File: src/rtl/hir_mem_pkg.sv
// Shared types and helpers for the HIR memref responder: controller state
// encoding and an elaboration-time ceil(log2) used to size counters and indices.
package hir_mem_pkg;

  typedef enum logic [2:0] {
    ST_IDLE  = 3'd0,
    ST_LOAD  = 3'd1,
    ST_START = 3'd2,
    ST_RUN   = 3'd3,
    ST_DUMP  = 3'd4
  } state_e;

  function automatic int clog2(input int value);
    int r;
    int v;
    r = 0;
    v = value - 1;
    while (v > 0) begin
      r = r + 1;
      v = v >> 1;
    end
    return r;
  endfunction

endpackage

File: src/rtl/hir_skid_buf.sv
// Two-entry valid/ready buffer. Upstream ready depends only on occupancy, so the
// downstream ready never reaches the producer combinationally.
module hir_skid_buf #(
  parameter int WIDTH = 32
) (
  input  logic             clk,
  input  logic             rst_n,
  input  logic             s_valid,
  output logic             s_ready,
  input  logic [WIDTH-1:0] s_data,
  output logic             m_valid,
  input  logic             m_ready,
  output logic [WIDTH-1:0] m_data
);

  logic [1:0]       cnt_q, cnt_d;
  logic [WIDTH-1:0] d0_q, d0_d;
  logic [WIDTH-1:0] d1_q, d1_d;
  logic             push, pop;

  always_comb begin
    cnt_d = cnt_q;
    d0_d  = d0_q;
    d1_d  = d1_q;
    push  = s_valid && (cnt_q != 2'd2);
    pop   = (cnt_q != 2'd0) && m_ready;
    case ({push, pop})
      2'b10: begin
        if (cnt_q == 2'd0) d0_d = s_data;
        else               d1_d = s_data;
        cnt_d = cnt_q + 2'd1;
      end
      2'b01: begin
        // Head keeps its value when the last entry leaves, avoiding a stale
        // second slot leaking onto m_data.
        if (cnt_q == 2'd2) d0_d = d1_q;
        cnt_d = cnt_q - 2'd1;
      end
      2'b11: begin
        if (cnt_q == 2'd1) begin
          d0_d = s_data;
        end else begin
          d0_d = d1_q;
          d1_d = s_data;
        end
      end
      default: ;
    endcase
  end

  always_ff @(posedge clk or negedge rst_n) begin
    if (!rst_n) begin
      cnt_q <= 2'd0;
      d0_q  <= '0;
    end else begin
      cnt_q <= cnt_d;
      d0_q  <= d0_d;
    end
  end

  always_ff @(posedge clk) begin
    d1_q <= d1_d;
  end

  assign s_ready = (cnt_q != 2'd2);
  assign m_valid = (cnt_q != 2'd0);
  assign m_data  = d0_q;

endmodule

File: src/rtl/hir_memref_responder.sv
// Memory-side responder for an HIR kernel memref argument: host load, kernel
// start pulse, read-first RAM service during RUN, then an in-order dump.
module hir_memref_responder
  import hir_mem_pkg::*;
#(
  parameter int WIDTH  = 32,
  parameter int SIZE   = 64,
  parameter int ADDR_W = 8
) (
  input  logic              clk,
  input  logic              rst_n,
  input  logic              load_start,
  input  logic              in_valid,
  output logic              in_ready,
  input  logic [WIDTH-1:0]  in_data,
  output logic              tstart,
  input  logic              kernel_done,
  input  logic [ADDR_W-1:0] rd_addr,
  input  logic              rd_en,
  output logic [WIDTH-1:0]  rd_data,
  output logic              rd_valid,
  input  logic [ADDR_W-1:0] wr_addr,
  input  logic              wr_en,
  input  logic [WIDTH-1:0]  wr_data,
  output logic              out_valid,
  input  logic              out_ready,
  output logic [WIDTH-1:0]  out_data,
  output logic              busy,
  output logic              err
);

  localparam int                CNT_W  = clog2(SIZE + 1);
  localparam int                IDX_W  = (clog2(SIZE) < 1) ? 1 : clog2(SIZE);
  localparam logic [CNT_W-1:0]  LAST   = CNT_W'(SIZE - 1);
  localparam logic [CNT_W-1:0]  SIZE_C = CNT_W'(SIZE);
  localparam logic [ADDR_W:0]   SIZE_A = (ADDR_W + 1)'(SIZE);

  state_e           state_q, state_d;
  logic [CNT_W-1:0] cnt_q, cnt_d;
  logic [CNT_W-1:0] fet_q, fet_d;
  logic             err_q, err_d;
  logic             rd_valid_q, rd_valid_d;
  logic [WIDTH-1:0] rd_data_q, rd_data_d;

  logic [WIDTH-1:0] mem_q [SIZE];
  logic             mem_we;
  logic [IDX_W-1:0] mem_waddr;
  logic [WIDTH-1:0] mem_wdata;

  logic             rd_ok, wr_ok;
  logic [IDX_W-1:0] rd_idx, wr_idx, fet_idx;
  logic             skid_in_valid, skid_in_ready, dump_push;
  logic             skid_out_valid, dump_pop;
  logic [WIDTH-1:0] skid_out_data;

  // Range checks keep the full address width so out-of-range addresses never alias.
  assign rd_ok   = ({1'b0, rd_addr} < SIZE_A);
  assign wr_ok   = ({1'b0, wr_addr} < SIZE_A);
  assign rd_idx  = rd_addr[IDX_W-1:0];
  assign wr_idx  = wr_addr[IDX_W-1:0];
  assign fet_idx = fet_q[IDX_W-1:0];

  always_ff @(posedge clk or negedge rst_n) begin
    if (!rst_n) begin
      state_q    <= ST_IDLE;
      cnt_q      <= '0;
      fet_q      <= '0;
      err_q      <= 1'b0;
      rd_valid_q <= 1'b0;
      rd_data_q  <= '0;
    end else begin
      state_q    <= state_d;
      cnt_q      <= cnt_d;
      fet_q      <= fet_d;
      err_q      <= err_d;
      rd_valid_q <= rd_valid_d;
      rd_data_q  <= rd_data_d;
    end
  end

  always_comb begin
    state_d    = state_q;
    cnt_d      = cnt_q;
    fet_d      = fet_q;
    err_d      = err_q;
    rd_valid_d = 1'b0;
    rd_data_d  = rd_data_q;
    case (state_q)
      ST_IDLE: begin
        if (load_start) begin
          state_d = ST_LOAD;
          cnt_d   = '0;
          err_d   = 1'b0;
        end
      end
      ST_LOAD: begin
        if (in_valid) begin
          cnt_d = cnt_q + 1'b1;
          if (cnt_q == LAST) state_d = ST_START;
        end
      end
      ST_START: state_d = ST_RUN;
      ST_RUN: begin
        if (rd_en) begin
          rd_valid_d = 1'b1;
          rd_data_d  = rd_ok ? mem_q[rd_idx] : '0;
        end
        if (kernel_done) begin
          state_d = ST_DUMP;
          cnt_d   = '0;
          fet_d   = '0;
        end
      end
      ST_DUMP: begin
        if (dump_push) fet_d = fet_q + 1'b1;
        if (dump_pop) begin
          cnt_d = cnt_q + 1'b1;
          if (cnt_q == LAST) begin
            state_d = ST_IDLE;
            cnt_d   = '0;
          end
        end
      end
      default: state_d = ST_IDLE;
    endcase
    // Kernel strobes are only legal in RUN, and only in range there.
    if (state_q == ST_RUN) begin
      if ((rd_en && !rd_ok) || (wr_en && !wr_ok)) err_d = 1'b1;
    end else if (rd_en || wr_en) begin
      err_d = 1'b1;
    end
  end

  always_comb begin
    in_ready      = (state_q == ST_LOAD);
    tstart        = (state_q == ST_START);
    busy          = (state_q != ST_IDLE);
    mem_we        = 1'b0;
    mem_waddr     = cnt_q[IDX_W-1:0];
    mem_wdata     = in_data;
    skid_in_valid = (state_q == ST_DUMP) && (fet_q < SIZE_C);
    dump_push     = skid_in_valid && skid_in_ready;
    dump_pop      = (state_q == ST_DUMP) && skid_out_valid && out_ready;
    if (state_q == ST_LOAD && in_valid) begin
      mem_we = 1'b1;
    end else if (state_q == ST_RUN && wr_en && wr_ok) begin
      mem_we    = 1'b1;
      mem_waddr = wr_idx;
      mem_wdata = wr_data;
    end
  end

  always_ff @(posedge clk) begin
    if (mem_we) mem_q[mem_waddr] <= mem_wdata;
  end

  hir_skid_buf #(
    .WIDTH(WIDTH)
  ) u_skid (
    .clk     (clk),
    .rst_n   (rst_n),
    .s_valid (skid_in_valid),
    .s_ready (skid_in_ready),
    .s_data  (mem_q[fet_idx]),
    .m_valid (skid_out_valid),
    .m_ready (out_ready),
    .m_data  (skid_out_data)
  );

  assign rd_data   = rd_data_q;
  assign rd_valid  = rd_valid_q;
  assign out_valid = skid_out_valid;
  assign out_data  = skid_out_data;
  assign err       = err_q;

endmodule

File: config.mk
export PLATFORM = sky130hd
export DESIGN_NAME = hir_memref_responder
export DESIGN_NICKNAME = d
export VERILOG_FILES = /design/src/rtl/hir_mem_pkg.sv /design/src/rtl/hir_skid_buf.sv /design/src/rtl/hir_memref_responder.sv
export SDC_FILE = /design/constraint.sdc
export NUM_CORES = 2
export LEC_CHECK = 0
export CAP_MARGIN = 15
export CORE_UTILIZATION = 35
export CTS_CLUSTER_DIAMETER = 200
export DETAILED_ROUTE_END_ITERATION = 12
export DONT_BUFFER_PORTS = 1
export PLACE_DENSITY_LB_ADDON = 0.25
export SETUP_SLACK_MARGIN = 0.2
export SYNTH_ARGS = -nofsm -noshare
export SYNTH_HDL_FRONTEND = slang
export SYNTH_HIERARCHICAL = 1
export SYNTH_SLANG_ARGS = --single-unit
File: constraint.sdc
create_clock -name clk -period 4.25 [get_ports clk]
set_input_delay 0.6375 -clock clk [delete_from_list [all_inputs] [get_ports clk]]
set_output_delay 0.6375 -clock clk [all_outputs]
set_load 0.005 [all_outputs]
# Yosys cells after proc, flatten, opt, wreduce, memory -nomap -nowiden

Memory sizes are Yosys's and may differ from the RTL's.
Cells that the tools add are included.

Add/sub/neg operators: 4
$lt $le $gt $ge: 3
Equality and inequality tests: 22
Mux-type cells: 39
Reductions and logical operators: 29

Operator list:

| cell                                                                          | count |
|---|---|
| 32-bit 2-to-1 mux                                                             | 8 |
| 32-bit one-hot mux with 3 select lines                                        | 1 |
| 32-bit one-hot mux with 2 select lines                                        | 1 |
| 7-bit 2-to-1 mux                                                              | 6 |
| 7-bit one-hot mux with 4 select lines                                         | 1 |
| 3-bit 2-to-1 mux                                                              | 6 |
| 2-bit inequality test (second input constant)                                 | 9 |
| 8-bit by 7-bit less-than comparator with 1-bit output (second input constant) | 2 |
| 3-bit one-hot mux with 5 select lines                                         | 1 |
| 7-bit by 1-bit adder with 7-bit output (second input constant)                | 2 |
| 7-bit one-hot mux with 2 select lines                                         | 1 |
| 6-bit 2-to-1 mux                                                              | 2 |
| 1-bit 2-to-1 mux                                                              | 11 |
| 1-bit logical AND                                                             | 10 |
| 3-bit AND reduction                                                           | 3 |
| 2-bit nonzero test                                                            | 4 |
| 7-bit by 6-bit equality test with 1-bit output (second input constant)        | 1 |
| 7-bit less-than comparator (second input constant)                            | 1 |
| 2-bit equality test (second input constant)                                   | 3 |
| 3-bit by 2-bit equality test with 1-bit output (second input constant)        | 2 |
| 2-bit by 1-bit inequality test with 1-bit output (second input constant)      | 3 |
| 6-bit AND reduction                                                           | 1 |
| 3-bit nonzero test                                                            | 2 |
| 5-bit AND reduction                                                           | 1 |
| other kinds (12)                                                              | 15 |

Register bits: 117
Bits in writable memories: 2,048
Output and inout bits: 70
Word-level logic and storage cells: 107
Memories kept: 1

Memory list:

| name  | depth | width | read ports | clocked after Yosys merged registers in | write ports | RTL line                   | source |
|---|---|---|---|---|---|---|---|
| mem_q | 64    | 32    | 2          | 0                                       | 1           | hir_memref_responder.sv:45 | `logic [WIDTH-1:0] mem_q [SIZE];` |

# Depth between registers and ports, before layout

Depth in word-level cells: 7
Gate-level depth with buffers: 13
Gate-level depth less buffers: 9

# Hierarchy

The synthesis kept the hierarchy.

Modules (own cells, without submodules):

| module               | times used | cells an instance | area an instance (µm²) | sequential area each (µm²) |
|---|---|---|---|---|
| hir_memref_responder | 1          | 4,791             | 97,725.0               | 62,775.2 |
| hir_skid_buf         | 1          | 252               | 3,138.0                | 1,811.7 |

# Worst setup path before layout

No wires, ideal clock.

Path kind: input -> register
Start: in wr_addr[7]
End: mem mem_q[45][0], enable pin
Setup time: 0.421 ns
Data arrival time: 3.178 ns
Data required time: 3.829 ns
Slack: 0.651 ns
Stages: 8
Buffers on the path: 2
Cells stage by stage: nor2_1 > and3_1 > clkbuf_1 > clkbuf_1 > nand3b_1 > nand2_1 > nand2_1 > nor2_1

Longest elaborated chain between the ends: 6
Elaborated cells between the ends (all ways): 8
Those cells by class: order compare (1); mux (6); reduce/logical (1)

Ends and longest elaborated chain:

| item                                                      | RTL line                    | source |
|---|---|---|
| start, declared                                           | hir_memref_responder.sv:22  | `input logic [ADDR_W-1:0] wr_addr,` |
| 8-bit by 7-bit less-than comparator with 1-bit output (*) | hir_memref_responder.sv:58  | `assign wr_ok = ({1'b0, wr_addr} < SIZE_A);` |
| 1-bit logical AND (*)                                     | hir_memref_responder.sv:146 | `end else if (state_q == ST_RUN && wr_en && wr_ok) begin` |
| 1-bit 2-to-1 mux                                          | hir_memref_responder.sv:146 |  |
| 1-bit 2-to-1 mux                                          | hir_memref_responder.sv:144 | `if (state_q == ST_LOAD && in_valid) begin` |
| 1-bit 2-to-1 mux                                          | hir_memref_responder.sv:154 | `if (mem_we) mem_q[mem_waddr] <= mem_wdata;` |
| 1-bit 2-to-1 mux (not written as such)                    | hir_memref_responder.sv:154 |  |
| end, declared                                             | hir_memref_responder.sv:45  |  |

Every way passes the cells marked *; elsewhere a longest branch is shown, timed or not.

# Final worst setup path

Start: reg state_q[0]
End: mem mem_q[28][26], enable pin

Longest elaborated chain between the ends: 7
Elaborated cells between the ends (all ways): 11
Those cells by class: eq/ne (2); mux (6); reduce/logical (3)

Ends and longest elaborated chain:

| item                                           | RTL line                    | source |
|---|---|---|
| start, declared                                | hir_memref_responder.sv:38  | `state_e state_q, state_d;` |
| start signal, assigned                         | hir_memref_responder.sv:72  | `state_q <= state_d;` |
| 3-bit by 2-bit equality test with 1-bit output | hir_memref_responder.sv:146 |  |
| 1-bit logical AND (2 in a row)                 | hir_memref_responder.sv:146 |  |
| 1-bit 2-to-1 mux                               | hir_memref_responder.sv:146 |  |
| 1-bit 2-to-1 mux                               | hir_memref_responder.sv:144 |  |
| 1-bit 2-to-1 mux                               | hir_memref_responder.sv:154 |  |
| 1-bit 2-to-1 mux (not written as such)         | hir_memref_responder.sv:154 |  |

Parallel ways exist; a longest one is shown, timed or not.

==> impl_metrics.py <==
metrics = {
    "outcome": {
        "status": "finished, violations left",
        "violations": "max-slew violations",
    },
    "critical_path": {
        "ff2ff_path_depth": 7,
        "cpMaxStageDelayCell": "nand2_1",
        "cp_cell_sequence": "and3b_1 > and3_4 > nand2_1 > o21ai_0 > nand2_1 > nor2_4 > buf_4",
        "critical_path_class": "register to register",
        "crit_fanout": 21,
        "startpoint_type": "register",
        "required_ps": 4730,
        "crit_path_max_incr_delay_ps": 590,
        "arrival_ps": 4310,
        "crit_top_cell": "nand2_1",
        "crit_path_end_kind": "register",
    },
    "pwr": {
        "swShare_pct": 31.1,
        "power_frac_clock_pct": 31.6,
        "ir_drop_mv": 0.463,
        "seq_power_share_pct": 38.3,
        "total_power_uw": 64700,
        "leakage_uw": 0.0363,
        "pwr-share-comb_pct": 30.1,
        "power_density_mw_per_mm2": 563,
        "p_int_uw": 44600,
        "p_sw_uw": 20200,
    },
    "sta": {
        "relSlewSlack_pct": -27.6,
        "finalMaxSlewViolations": 137,
        "holdWs_ps": 49.9,
        "final.period_utilization_pct": 90.1,
        "fin_setup_tns_ps": 0,
        "setup_viol": 0,
        "finalCriticalPeriod_ps": 3830,
        "fmax_mhz": 261,
        "fin_skew_ps": 84.6,
        "hold_viol": 0,
        "worstMarginPinSlew_ps": 1910,
        "rsz0062_at_grt": "false",
    },
    "worst_hold_path": {
        "hold_class": "primary input to register",
        "holdPathStages": 3,
    },
    "synth": {
        "yosysSeqAreaShare_pct": 64.0,
        "yosysWarnings": 6,
        "synth_edf_count": 2080,
        "netlist_instances": 5043,
        "syn_area_per_cell_um2": 20.0,
        "synth_seq_cells": 2165,
        "synth.distinct_cells": 63,
        "yosys_most_used_dff": "edfxtp_1",
        "async_reset_ff_share_pct": 3.93,
        "synth_area_mm2": 0.101,
        "synth_nets": 5139,
    },
    "clock_network": {
        "cts-resized-gates": 0,
        "clock_latency_ps": 920,
        "htree_levels": 4,
        "cts_root_buf": "clkbuf_16",
        "clock-sinks": 2165,
        "numCtsBuffers": 236,
        "cts_tree": "built",
        "clk_pin_slew_ps": 60,
        "clockBufferDepth": 4,
    },
    "job": {
        "max-cap-violations": 0,
    },
    "final_layout": {
        "area_growth_pct": 14.0,
        "nets": 5311,
        "seq_area_mm2": 0.0646,
        "final_util_pct": 40.2,
        "multi_input_area_mm2": 0.0346,
        "drive_gt1_share_pct": 35.4,
        "n_fill_cell": 25200,
    },
    "global_routing": {
        "grt_max_degree": 558,
        "grt_use_total_pct": 24.7,
        "gr-total-overflow": 0,
        "grt_pass1_wl_um": 494000,
        "antenna_found_initial": 20,
        "grt_pass1_vias": 57600,
    },
    "floorplanning": {
        "core_mm2": 0.286,
        "rows": 196,
        "start_util_pct": 35.3,
        "fp.dieW_um": 539,
        "die_area_mm2": 0.290,
        "dieHeight_um": 539,
        "ios": 158,
    },
    "routing": {
        "post-route-drc-count": 0,
        "viasPerCell": 6.32,
        "vias": 57900,
        "first_iter_violations": 7869,
        "antenna_left": 0,
        "wl_per_cell_um": 39.6,
        "firstDrtPassIters": 5,
        "wl_um": 364000,
    },
    "place": {
        "port_buffers": 0,
        "dp_hpwl_um": 218000,
        "gp_congestion": 0.859,
    },
}
-- final cells by class --
cell class / instances / area share, %
sequential: 2165 / 56.2
clock buffer: 295 / 5.50
tap: 3762 / 4.09
timing repair buffer: 345 / 3.05
multi-input combinational: 2457 / 30.1
clock inverter: 129 / 1.06
inverter: 10 / 0.0337
antenna: 7 / 0.0152
-- metal layers --
metal | vias up | wire length (um) | GRT usage, %
met5 | - | 93 | 0
met4 | 14 | 13700 | 8.30
met3 | 606 | 37600 | 6.38
li1 | 22200 | - | -
met2 | 3333 | 169000 | 38.6
met1 | 31800 | 143000 | 33.4
-- layout by cell type, fill, tap and decap left out, types with 44 or more instances in the layout --
cell type	instances
a211oi_1	59
a21oi_1	83
a22oi_1	95
buf_12	64
buf_4	268
clkbuf_1	44
clkbuf_16	241
clkinv_1	47
dfrtp_1	79
edfxtp_1	2080
mux2i_1	383
mux4_2	1044
nand2_1	145
nor2_4	68
nor2b_1	50
o21ai_0	77
-- what timing repair did --
action                                 in CTS  in global routing
buffers inserted                            0                  4
setup endpoints to repair                   0                 16
endpoints found under the hold margin      89                  0
hold buffers                                7                  0
-- power groups by stage --
stage	Clock (uW)	Sequential, uW	Combinational [uW]
after detailed placement	0	25300	19200
after CTS	20700	24800	19300
after global placement	0	25300	19100
after global routing	21500	24800	20300
after floorplan	0	24600	13000
final	20400	24800	19500
-- cells in the mapped netlist (all sizes together), types with 14 or more instances --
cell | number | area, um^2
a2111oi | 20 | 175
a211oi | 59 | 443
a21oi | 83 | 415
a221oi | 24 | 210
a22o | 29 | 254
a22oi | 95 | 713
a31oi | 46 | 475
buf | 262 | 1780
clkbuf | 149 | 559
dfrtp | 85 | 2130
edfxtp | 2080 | 62500
mux2 | 32 | 360
mux2i | 383 | 3830
mux4 | 1044 | 23500
nand2 | 177 | 664
nand3 | 26 | 130
nor2 | 92 | 345
nor2b | 54 | 338
nor4 | 37 | 231
o211ai | 37 | 278
o21ai | 80 | 400
o22ai | 14 | 87.6
-- path summary, 6_finish.rpt --
check                           startpoint              end  slack (ps)
worst max register to register  state_q[0]    mem_q[28][26]         420
worst min-delay path            rd_addr[4]      rd_data[20]          50
max in group asynchronous            rst_n      rd_data[18]        3180
min in group asynchronous            rst_n  u_skid/cnt_q[0]         380
worst min register to register    cnt_q[6]         cnt_q[6]         510
worst max-delay path            state_q[0]    mem_q[28][26]         420
-- per-stage QoR --
| step | worst slack [ps] | std cells | area [um^2] |
|---|---|---|---|
| 2_1_floorplan | 651 | 5043 | 101000 |
| 3_3_place_gp | 229 | 8721 | 107000 |
| 3_5_place_dp | 357 | 8722 | 107000 |
| 4_1_cts | 383 | 9153 | 115000 |
| 5_1_grt | 346 | 9165 | 115000 |
| 6_report | 419 | 9170 | 115000 |
-- worst max-delay path, delay by kind of cell, from the launching register on --
kind,cells,cell delay [ps]
AOI/OAI and AO/OA,1,250
buffers and inverters,1,510
DFF,1,560
and+or+nand+nor,5,2070
-- sequential cells by signal, summed over array words and instances (netlist names) --
register,flops
u_skid/cnt_q,2
fet_q,7
u_skid/d1_q,32
rd_valid,1
rd_data,32
err,1
mem_q,2048
state_q,3
cnt_q,7
u_skid/m_data,32
-- logic make-up after synthesis --
family | share of synthesized area, %
XOR/XNOR | 0.0174
AND/OR/NAND/NOR | 2.05
multiplexers | 27.5
adder cells (fa/ha/maj) | 0.0992
buffers and inverters | 2.35
flip-flops | 64.0
AO/OA/AOI/OAI | 3.98
No activity file was read; power rests on OpenSTA's default activity.
